`config.mk`:
```
export PLATFORM = sky130hd
export DESIGN_NAME = led_pattern_gen
export DESIGN_NICKNAME = d
export VERILOG_FILES = /design/src/rtl/led_pattern_gen.sv
export SDC_FILE = /design/constraint.sdc
export NUM_CORES = 1
export LEC_CHECK = 0
export BUFFER_PORTS_ARGS = -buffer_cell sky130_fd_sc_hd__buf_4
export CAP_MARGIN = 25
export CORE_AREA = 8 8 99 65
export DETAILED_ROUTE_END_ITERATION = 6
export DIE_AREA = 0 0 107 73
export GPL_ROUTABILITY_DRIVEN = 0
export PLACE_DENSITY = 0.66
export SYNTH_ARGS = -nofsm -noshare
export SYNTH_HDL_FRONTEND = slang
export SYNTH_SLANG_ARGS = --single-unit
```
`constraint.sdc`:
```
create_clock -name clk -period 2.55 [get_ports clk]
set_input_delay 0.255 -clock clk [delete_from_list [all_inputs] [get_ports clk]]
set_output_delay 0.255 -clock clk [all_outputs]
set_load 0.02 [all_outputs]
```
`src/rtl/led_pattern_gen.sv`:
```
// led_pattern_gen
//   Drives N_LED board LEDs with one of four patterns advanced by a
//   programmable prescaler tick: blink, chase, bounce, breathe.
//
//   Optional feature macro: LED_BREATHE_EN
//     defined   - breathe mode (duty counter + free-running PWM) is built.
//     undefined - duty/PWM logic is omitted and mode 3 is treated exactly
//                 as mode 0 (blink).
//
//   Ports
//     clk    in   1      system clock
//     rst    in   1      asynchronous active-high reset
//     en     in   1      1 = prescaler runs and pattern advances, 0 = freeze
//     mode   in   2      0 blink, 1 chase, 2 bounce, 3 breathe
//     led    out  N_LED  registered LED drive, 1 = lit
//     tick_o out  1      one-cycle pulse when a new step shows on led
module led_pattern_gen #(
    parameter int N_LED    = 8,
    parameter int TICK_DIV = 25000000,
    parameter int PWM_BITS = 8
) (
    input  logic             clk,
    input  logic             rst,
    input  logic             en,
    input  logic [1:0]       mode,
    output logic [N_LED-1:0] led,
    output logic             tick_o
);

    localparam int CNT_W = $clog2(TICK_DIV);
    localparam logic [CNT_W-1:0] CNT_MAX = CNT_W'(TICK_DIV - 1);
    localparam logic [N_LED-1:0] ONE_HOT0 = N_LED'(1);

    localparam logic [1:0] M_BLINK   = 2'd0;
    localparam logic [1:0] M_CHASE   = 2'd1;
    localparam logic [1:0] M_BOUNCE  = 2'd2;
    localparam logic [1:0] M_BREATHE = 2'd3;

    logic [CNT_W-1:0] cnt;
    logic             step;
    logic [1:0]       mode_smp;
    logic [1:0]       cur_mode,    cur_mode_nxt;
    logic [N_LED-1:0] pattern,     pattern_nxt;
    logic [N_LED-1:0] rot_left;
    logic             dir,         dir_nxt;     // 1 = left (bounce) / up (breathe)
    logic [N_LED-1:0] led_nxt;

`ifdef LED_BREATHE_EN
    localparam logic [PWM_BITS-1:0] DUTY_MAX = {PWM_BITS{1'b1}};
    logic [PWM_BITS-1:0] duty, duty_nxt;
    logic [PWM_BITS-1:0] pwm_cnt;
`endif

    assign step = en && (cnt == CNT_MAX);

    // Without the breathe build, mode 3 is folded onto blink before the
    // change detector, so 0 <-> 3 switches are not seen as mode changes.
`ifdef LED_BREATHE_EN
    assign mode_smp = mode;
`else
    assign mode_smp = (mode == M_BREATHE) ? M_BLINK : mode;
`endif

    always_comb begin
        rot_left = '0;
        for (int i = 0; i < N_LED; i++) begin
            rot_left[(i + 1) % N_LED] = pattern[i];
        end
    end

    // Next-state: on a step either load the new mode's start state or
    // advance the current pattern engine by one position.
    always_comb begin
        cur_mode_nxt = cur_mode;
        pattern_nxt  = pattern;
        dir_nxt      = dir;
`ifdef LED_BREATHE_EN
        duty_nxt     = duty;
`endif
        if (step) begin
            if (mode_smp != cur_mode) begin
                cur_mode_nxt = mode_smp;
                case (mode_smp)
                    M_CHASE, M_BOUNCE: begin
                        pattern_nxt = ONE_HOT0;
                        dir_nxt     = 1'b1;
                    end
`ifdef LED_BREATHE_EN
                    M_BREATHE: begin
                        duty_nxt = '0;
                        dir_nxt  = 1'b1;
                    end
`endif
                    default: pattern_nxt = '0;
                endcase
            end else begin
                case (cur_mode)
                    M_CHASE: pattern_nxt = rot_left;
                    M_BOUNCE: begin
                        if (N_LED == 1) begin
                            pattern_nxt = ONE_HOT0;
                        end else if (dir) begin
                            if (pattern[N_LED-1]) begin
                                pattern_nxt = pattern >> 1;
                                dir_nxt     = 1'b0;
                            end else begin
                                pattern_nxt = pattern << 1;
                            end
                        end else begin
                            if (pattern[0]) begin
                                pattern_nxt = pattern << 1;
                                dir_nxt     = 1'b1;
                            end else begin
                                pattern_nxt = pattern >> 1;
                            end
                        end
                    end
`ifdef LED_BREATHE_EN
                    M_BREATHE: begin
                        if (dir) begin
                            if (duty == DUTY_MAX) begin
                                duty_nxt = DUTY_MAX - 1'b1;
                                dir_nxt  = 1'b0;
                            end else begin
                                duty_nxt = duty + 1'b1;
                            end
                        end else begin
                            if (duty == '0) begin
                                duty_nxt = PWM_BITS'(1);
                                dir_nxt  = 1'b1;
                            end else begin
                                duty_nxt = duty - 1'b1;
                            end
                        end
                    end
`endif
                    default: pattern_nxt = ~pattern;
                endcase
            end
        end
    end

    // Output: led is computed from the *next* mode/pattern/duty so a step
    // and any mode switch show on led at the same edge as tick_o rises.
    always_comb begin
        led_nxt = pattern_nxt;
`ifdef LED_BREATHE_EN
        if (cur_mode_nxt == M_BREATHE) begin
            led_nxt = {N_LED{pwm_cnt < duty_nxt}};
        end
`endif
    end

    always_ff @(posedge clk or posedge rst) begin
        if (rst) begin
            cnt      <= '0;
            tick_o   <= 1'b0;
            led      <= '0;
            pattern  <= '0;
            cur_mode <= M_BLINK;
            dir      <= 1'b1;
`ifdef LED_BREATHE_EN
            duty     <= '0;
            pwm_cnt  <= '0;
`endif
        end else begin
            if (en) begin
                cnt <= (cnt == CNT_MAX) ? '0 : cnt + 1'b1;
                led <= led_nxt;
            end
            tick_o   <= step;
            pattern  <= pattern_nxt;
            cur_mode <= cur_mode_nxt;
            dir      <= dir_nxt;
`ifdef LED_BREATHE_EN
            duty     <= duty_nxt;
            pwm_cnt  <= pwm_cnt + 1'b1;
`endif
        end
    end

endmodule

```
Yosys cells after proc, flatten, opt, wreduce, memory -nomap -nowiden

Index checks and enable logic that the tools add are counted.

$add $sub $neg: 1
Equality and inequality tests: 8
Mux-type cells: 15
Bitwise logic cells: 1
Reductions and logical operators: 5

Operator list:

| operator                | count |
|---|---|
| $mux W8                 | 5 |
| $add A25 B1 Y25 const B | 1 |
| $eq A25 B25 Y1 const B  | 1 |
| $mux W25                | 1 |
| $pmux W8 S2             | 1 |
| $not A8 Y8              | 1 |
| $mux W1                 | 7 |
| $eq A2 B2 Y1 const B    | 3 |
| $eq A2 B1 Y1 const B    | 2 |
| $reduce_and A3 Y1       | 1 |
| $mux W2                 | 1 |
| $ne A2 B1 Y1 const B    | 1 |
| $ne A2 B2 Y1            | 1 |
| $reduce_and A2 Y1       | 1 |
| $reduce_bool A2 Y1      | 1 |
| $reduce_or A2 Y1        | 1 |
| $logic_and A1 B1 Y1     | 1 |

Register bits after elaboration: 45
Bits of input ports: 5
Output and inout bits: 9
Word-level logic and storage cells: 36

Longest topological paths before layout

Gate-level depths: netlist (run 1).

Depth after elaboration: 7
Mapped depth: 9
Gate-level depth less buffers: 7

Worst setup path after synthesis (run 1)

Ideal clock, no wire load.

Kind: register to register
Start: reg cnt[9]
End: reg led[6]
Library setup time: 0.125 ns
Data arrival time: 2.164 ns
Required time: 2.425 ns
Setup slack: 0.261 ns
Stages on the path, launching flop included: 6
Buffers on the path: 0
Period minus slack after synthesis: 2.289 ns
Cells stage by stage: dfrtp_1 or4b_1 or4_4 nor2_1 mux2_2 mux2_2

Cells in the longest elaborated chain, start to end: 3

Ends and longest elaborated chain:

| element                | line | source |
|---|---|---|
| start, declared        | 39   | `logic [CNT_W-1:0] cnt;` |
| start signal, assigned | 168  | `cnt <= (cnt == CNT_MAX) ? '0 : cnt + 1'b1;` |
| $eq A25 B25 Y1         | 54   | `assign step = en && (cnt == CNT_MAX);` |
| $logic_and A1 B1 Y1    | 54   |  |
| $mux W8                | 80   | `if (step) begin` |
| named net led_nxt[6]   | 46   | `logic [N_LED-1:0] led_nxt;` |
| end signal, assigned   | 169  | `led <= led_nxt;` |
| end, declared          | 26   | `output logic [N_LED-1:0] led,` |

The timed path passes the listed nets, and every way through them passes these cells.
A chain may end at the register's enable or synchronous reset.

Worst setup path after layout (run 1)

Start: reg cnt[10]
End: reg led[6]

Same word-level chain as after synthesis.

==> reports/results.ini, run 1 <==
[run_status]
status = completed

[power_and_ir_drop]
ir_worst_vdd_mv = 0.2832
pwr_density_cell_nw_per_um2 = 578.1
p_leak_nw = 1.267

[cts]
cts_sinks = 45
clockBufferDepth = 2
insertion_delay_ps = 300
htree_levels = 2
post-cts-setup-buffers = 0
path_clk_slew_ps = 90
cts_tree = built
cts_buffers = 5
clockRootBuffer = clkbuf_8

[layout]
fin_cells = 334
mostFrequentLayoutCells = dfrtp_1, nand2_1, nor2_1, buf_4, nand3_1
drive_gt1_frac = 0.1381
final_common_cell = dfrtp_1
fin_nets = 278
diodes = 0
syn_to_final_growth_pct = 13.56

[drt]
remaining_drc_errors = 0
wl_mm = 5.101
dr.pass1.iters = 5
ant_nets = 0
num_vias = 1856
wire_per_inst_um = 15.27
viasPerCell = 5.557
drtIter0Drc = 163

[critical_path]
startpoint_type = flop
cp.required_ps = 2740
r2r_slack_ps = 170
crit_type = flop to flop
startpoint = cnt[10]
end_kind = flop
endpoint = led[6]
rr_worst_depth = 5
crit_arrival_ps = 2570
rr_endpoint = led[6]
regToRegStartpoint = cnt[10]
worstPathMaxFanout = 4

[place]
dp_hpwl_mm = 3.573
io_buffers = 13
dp_cells = 324
dp_slack_ps = 154.2

[timing]
slew_headroom = 0.6330
holdWs_ps = 373.2
max_freq_mhz = 420.4
drv_slew = 0
min_period_ps = 2379
final.setup.tns_ps = 0
period_share = 0.9328
worst_slack_ps = 171.4
finClkSkew_ps = 8.164
final-setup-viol-count = 0
hold_viol = 0
rsz0062_at_grt = false
max_slew.worst_pin.slew_ps = 536.6

[floorplanning]
dieArea_um2 = 7811
initial_utilization = 0.4830
die_x_um = 107
top_level_ports = 14
die_y_um = 73
num_rows = 20
core_um2 = 4930

[yosys]
async_flop_share = 1.000
synth_top_area_cell = dfrtp_1
yosys-top-cells-area = dfrtp_1, xnor2_1, nand2_1
netlist_area_um2 = 2381
yosysWarnings = 0
ys_ff_latch = 45
yosysUniqueCellTypes = 42
synth_ff_type = dfrtp_1
synth_fp_nets = 262
netlist_instances = 251
synth_top_area_frac = 0.4624
synth_seq_area_share = 0.4735
syn_area_per_cell_um2 = 9.486
synth_edf_count = 0

[global_route]
grt_pass1_wl_mm = 8.604
grt_pass1_vias = 1698
grt_max_degree = 46
grt_use_total = 0.1398
grt_overflow = 0
antenna_found_initial = 0

[worst_hold_path]
min_path_type = primary input to flop

[flow_run]
maxCapViolCount = 0

-- cell usage after synthesis (3+ instances only) --
cell / n
dfrtp_1: 44
and2_1: 4
clkbuf_1: 9
nand3_1: 15
a21oi_1: 10
and3_1: 4
xor2_1: 10
inv_1: 12
nand4_1: 12
mux2_2: 5
nand2b_1: 5
a31oi_1: 4
nor2_1: 24
a221oi_1: 3
o21ai_0: 7
a211o_1: 3
ha_1: 6
nand2_1: 24
nor3_1: 3
a21o_1: 4
xnor2_1: 14
-- power by group --
group	switching [mW]	internal [mW]	total, mW
clock network	0.243	0.320	0.563
registers	0.0597	0.771	0.831
logic	0.0894	0.0801	0.169
total	0.393	1.17	1.56
-- registers in the layout, indices dropped and copies added (netlist names) --
register	flops
pattern	8
dir	1
cur_mode	2
cnt	25
tick_o	1
led	8
-- what timing repair did --
item                                    in CTS  in global routing
hold buffers                                 0                  1
endpoints found under the hold margin        0                  8
endpoints found under the setup margin       0                  2
gates resized for setup                      0                  1
-- final cells by class --
class	count	area, µm²
tap	66	82.58
timing repair buffer	22	180.2
clock buffer	7	86.33
fill	433	2226
inverter	12	45.04
multi-input combinational	181	1152
sequential	45	1127
clock inverter	1	30.03
-- worst max-delay path, cell delays in order, from the launching register on --
cell,delay [ps]
dfrtp_1,420
or4b_1,510
or4_4,460
nor2_2,230
mux2_2,380
mux2_2,260
-- worst min-delay path by stage --
stage | from | end | cells after the start
after floorplan | cnt[19] | cnt[19] | 1
after global placement | cnt[19] | cnt[19] | 1
after detailed placement | cnt[19] | cnt[19] | 1
after CTS | rst | cnt[2] | 2
after global routing | mode[0] | cur_mode[0] | 4
final | mode[0] | cur_mode[0] | 4
-- logic make-up (layout without fill, tap and decap cells) --
logic type               Yosys count  in the layout  share of synthesized area
AND/OR/NAND/NOR                  102            102                     0.2149
flip-flops                        45             45                     0.4735
AO/OA/AOI/OAI                     42             42                     0.1161
buffers and inverters             25             42                    0.04361
XOR/XNOR                          24             24                    0.08828
multiplexers                       7              7                    0.03205
adder cells (fa/ha/maj)            6              6                    0.03153
-- stage by stage --
stage	utilization	total power, mW	area [µm²]
6_report	0.5485	1.563	2704
5_1_grt	0.5485	1.649	2704
4_1_cts	0.5419	1.571	2671
3_5_place_dp	0.5183	1.011	2555
3_3_place_gp	0.5183	1.002	2555
2_1_floorplan	-	0.9605	2381
-- metal layers --
metal	track usage	up-vias	wire, µm
met1	0.2162	864	2786
met4	0.04806	0	65
li1	-	911	-
met2	0.1730	73	1810
met5	0	-	0
met3	0.03880	8	439
Power figures use the tool's default switching activity.
==> run 2: changes to the inputs <==
--- a/config.mk
+++ b/config.mk
@@ -11,6 +11,7 @@
 export DETAILED_ROUTE_END_ITERATION = 6
 export DIE_AREA = 0 0 107 73
 export GPL_ROUTABILITY_DRIVEN = 0
+export GPL_TIMING_DRIVEN = 0
 export PLACE_DENSITY = 0.66
 export SYNTH_ARGS = -nofsm -noshare
 export SYNTH_HDL_FRONTEND = slang
==> run 2 against run 1 <==
Net effect:
- core utilization increased by 0.15 points
- count of clock-buffer cells in the layout decreased by 2
- sequential power about the same
- highest routed layer unchanged
- clock skew increased by 0.87 ps
- final area increased by 0.28%
==> reports/results.ini, run 2 (same netlist as run 1, synthesis figures left out) <==
[drt]
wire_per_inst_um = 14.57  ; was 15.27 µm
ant_nets = 0  ; unchanged
drtIter0Drc = 134  ; was 163
wl_mm = 4.954  ; was 5.101 mm
num_vias = 1836  ; was 1,856
viasPerCell = 5.400  ; was 5.557
dr.pass1.iters = 4  ; was 5
remaining_drc_errors = 0  ; unchanged

[cts]
htree_levels = 2  ; unchanged
cts_sinks = 45  ; unchanged
insertion_delay_ps = 300  ; about the same
clockBufferDepth = 2  ; unchanged
clockRootBuffer = clkbuf_8  ; unchanged
cts_tree = built  ; unchanged
cts_buffers = 5  ; unchanged
path_clk_slew_ps = 90  ; about the same

[timing]
drv_slew = 0  ; unchanged
holdWs_ps = 366.5  ; was 373.2 ps
final.setup.tns_ps = 0  ; unchanged
rsz0062_at_grt = false  ; unchanged
hold_viol = 0  ; unchanged
min_period_ps = 2405  ; was 2379 ps
slew_headroom = 0.5153  ; was 0.6330
final-setup-viol-count = 0  ; unchanged
period_share = 0.9432  ; was 0.9328
max_freq_mhz = 415.8  ; was 420.4 MHz
max_slew.worst_pin.slew_ps = 720.4  ; was 536.6 ps
finClkSkew_ps = 9.037  ; was 8.164 ps

[critical_path]
crit_arrival_ps = 2630  ; was 2570 ps
worstPathMaxFanout = 10  ; was 4
cp.required_ps = 2770  ; was 2740 ps
rr_worst_depth = 6  ; was 5
regToRegStartpoint = cnt[10]  ; unchanged
crit_type = flop to flop  ; unchanged
end_kind = flop  ; unchanged
rr_endpoint = led[2]  ; was led[6]
r2r_slack_ps = 140  ; was 170 ps
startpoint_type = flop  ; unchanged

[power_and_ir_drop]
pwr_density_cell_nw_per_um2 = 568.7  ; was 578.1 nW/µm²
ir_worst_vdd_mv = 0.2174  ; was 0.2832 mV
p_leak_nw = 1.255  ; was 1.267 nW

[layout]
fin_util = 0.5500  ; was 0.5485
syn_to_final_growth_pct = 13.87  ; was 13.56%
fin_nets = 284  ; was 278
final_common_cell = dfrtp_1  ; unchanged
largestRegisters = cnt x25, led x8, pattern x8  ; unchanged
mostFrequentLayoutCells = dfrtp_1, nand2_1, nor2_1, nand3_1, xnor2_1  ; was dfrtp_1, nand2_1, nor2_1, buf_4, nand3_1
regMostFlops = cnt  ; unchanged
drive_gt1_frac = 0.1241  ; was 0.1381
diodes = 0  ; unchanged
largest_reg_flops = 25  ; unchanged
design_area_um2 = 2711  ; was 2704 µm²

[floorplanning]
dieArea_um2 = 7811  ; unchanged
top_level_ports = 14  ; unchanged
die_y_um = 73  ; unchanged
die_x_um = 107  ; unchanged
num_rows = 20  ; unchanged
initial_utilization = 0.4830  ; unchanged
core_um2 = 4930  ; unchanged

[global_route]
grt_max_degree = 37  ; was 46
grt_overflow = 0  ; unchanged
grt_pass1_wl_mm = 8.666  ; was 8.604 mm
grt_use_total = 0.1408  ; was 0.1398
grt_pass1_vias = 1710  ; was 1,698
antenna_found_initial = 0  ; unchanged

[worst_hold_path]
worstHoldEndpoint = cnt[4]  ; was cur_mode[0]
min_path_type = primary input to flop  ; unchanged
holdCritStartpoint = en  ; was mode[0]
whs_path_depth = 3  ; was 4

[place]
dp_hpwl_mm = 3.760  ; was 3.573 mm
place_area_um2 = 2579  ; was 2555 µm²
io_buffers = 12  ; was 13

[run_status]
status = completed  ; unchanged

[flow_run]
maxCapViolCount = 0  ; unchanged

run 2: area by class of cell:
type,count,area [µm²]
Buffer,13,58.81
Timing Repair Buffer,15,125.1
Multi-Input combinational cell,181,1157
Inverter,12,45.04
Sequential cell,45,1127
Clock inverter,3,46.29
Clock buffer,5,68.82
Fill cell,443,2218
Tap cell,66,82.58
run 2: metal layers:
layer,part of all wire,routed length (µm),up-vias,GRT usage
met5,0,0,-,0
met4,0.010,50,0,0.04651
met3,0.071,351,5,0.03968
met2,0.36,1787,56,0.1716
met1,0.56,2765,853,0.2199
li1,-,-,922,-
run 2: repair_timing:
item | CTS | global route
pin swaps | 0 | 0
endpoints found under the hold margin | 9 | 0
buffers inserted | 0 | 0
setup endpoints to repair | 2 | 3
cloned | 0 | 0
hold buffers | 1 | 0
gates resized for setup | 1 | 1
run 2: how the worst max path moves through the flow:
stage               startpoint  endpoint  slack, ps
finish                 cnt[10]    led[2]        140
global route           cnt[10]    led[2]         40
CTS                    cnt[10]    led[1]         70
detailed placement     cnt[10]    led[1]         20
global placement       cnt[10]    led[6]         60
floorplan               cnt[9]    led[6]        260
run 2: report_power, final:
group          total, mW  internal [mW]  switching [mW]
logic              0.170         0.0796          0.0905
registers          0.828          0.771          0.0569
clock network      0.544          0.293           0.251
run 2: worst max-delay path, stage by stage, from the launching register on:
cell and delay [ps]:
dfrtp_1 430, or4b_1 540, or4_4 480, or2_1 280
buf_6 150, a211o_1 280, a31oi_1 160
run 2: through the flow:
step                      setup slack [ps]  total power, mW  cells
after CTS                            66.23            1.563    340
after global routing                 42.04            1.629    340
after floorplan                      261.4           0.9605    251
after detailed placement             16.39            1.012    331
after global placement               62.66            1.002    329
final                                144.9            1.542    340
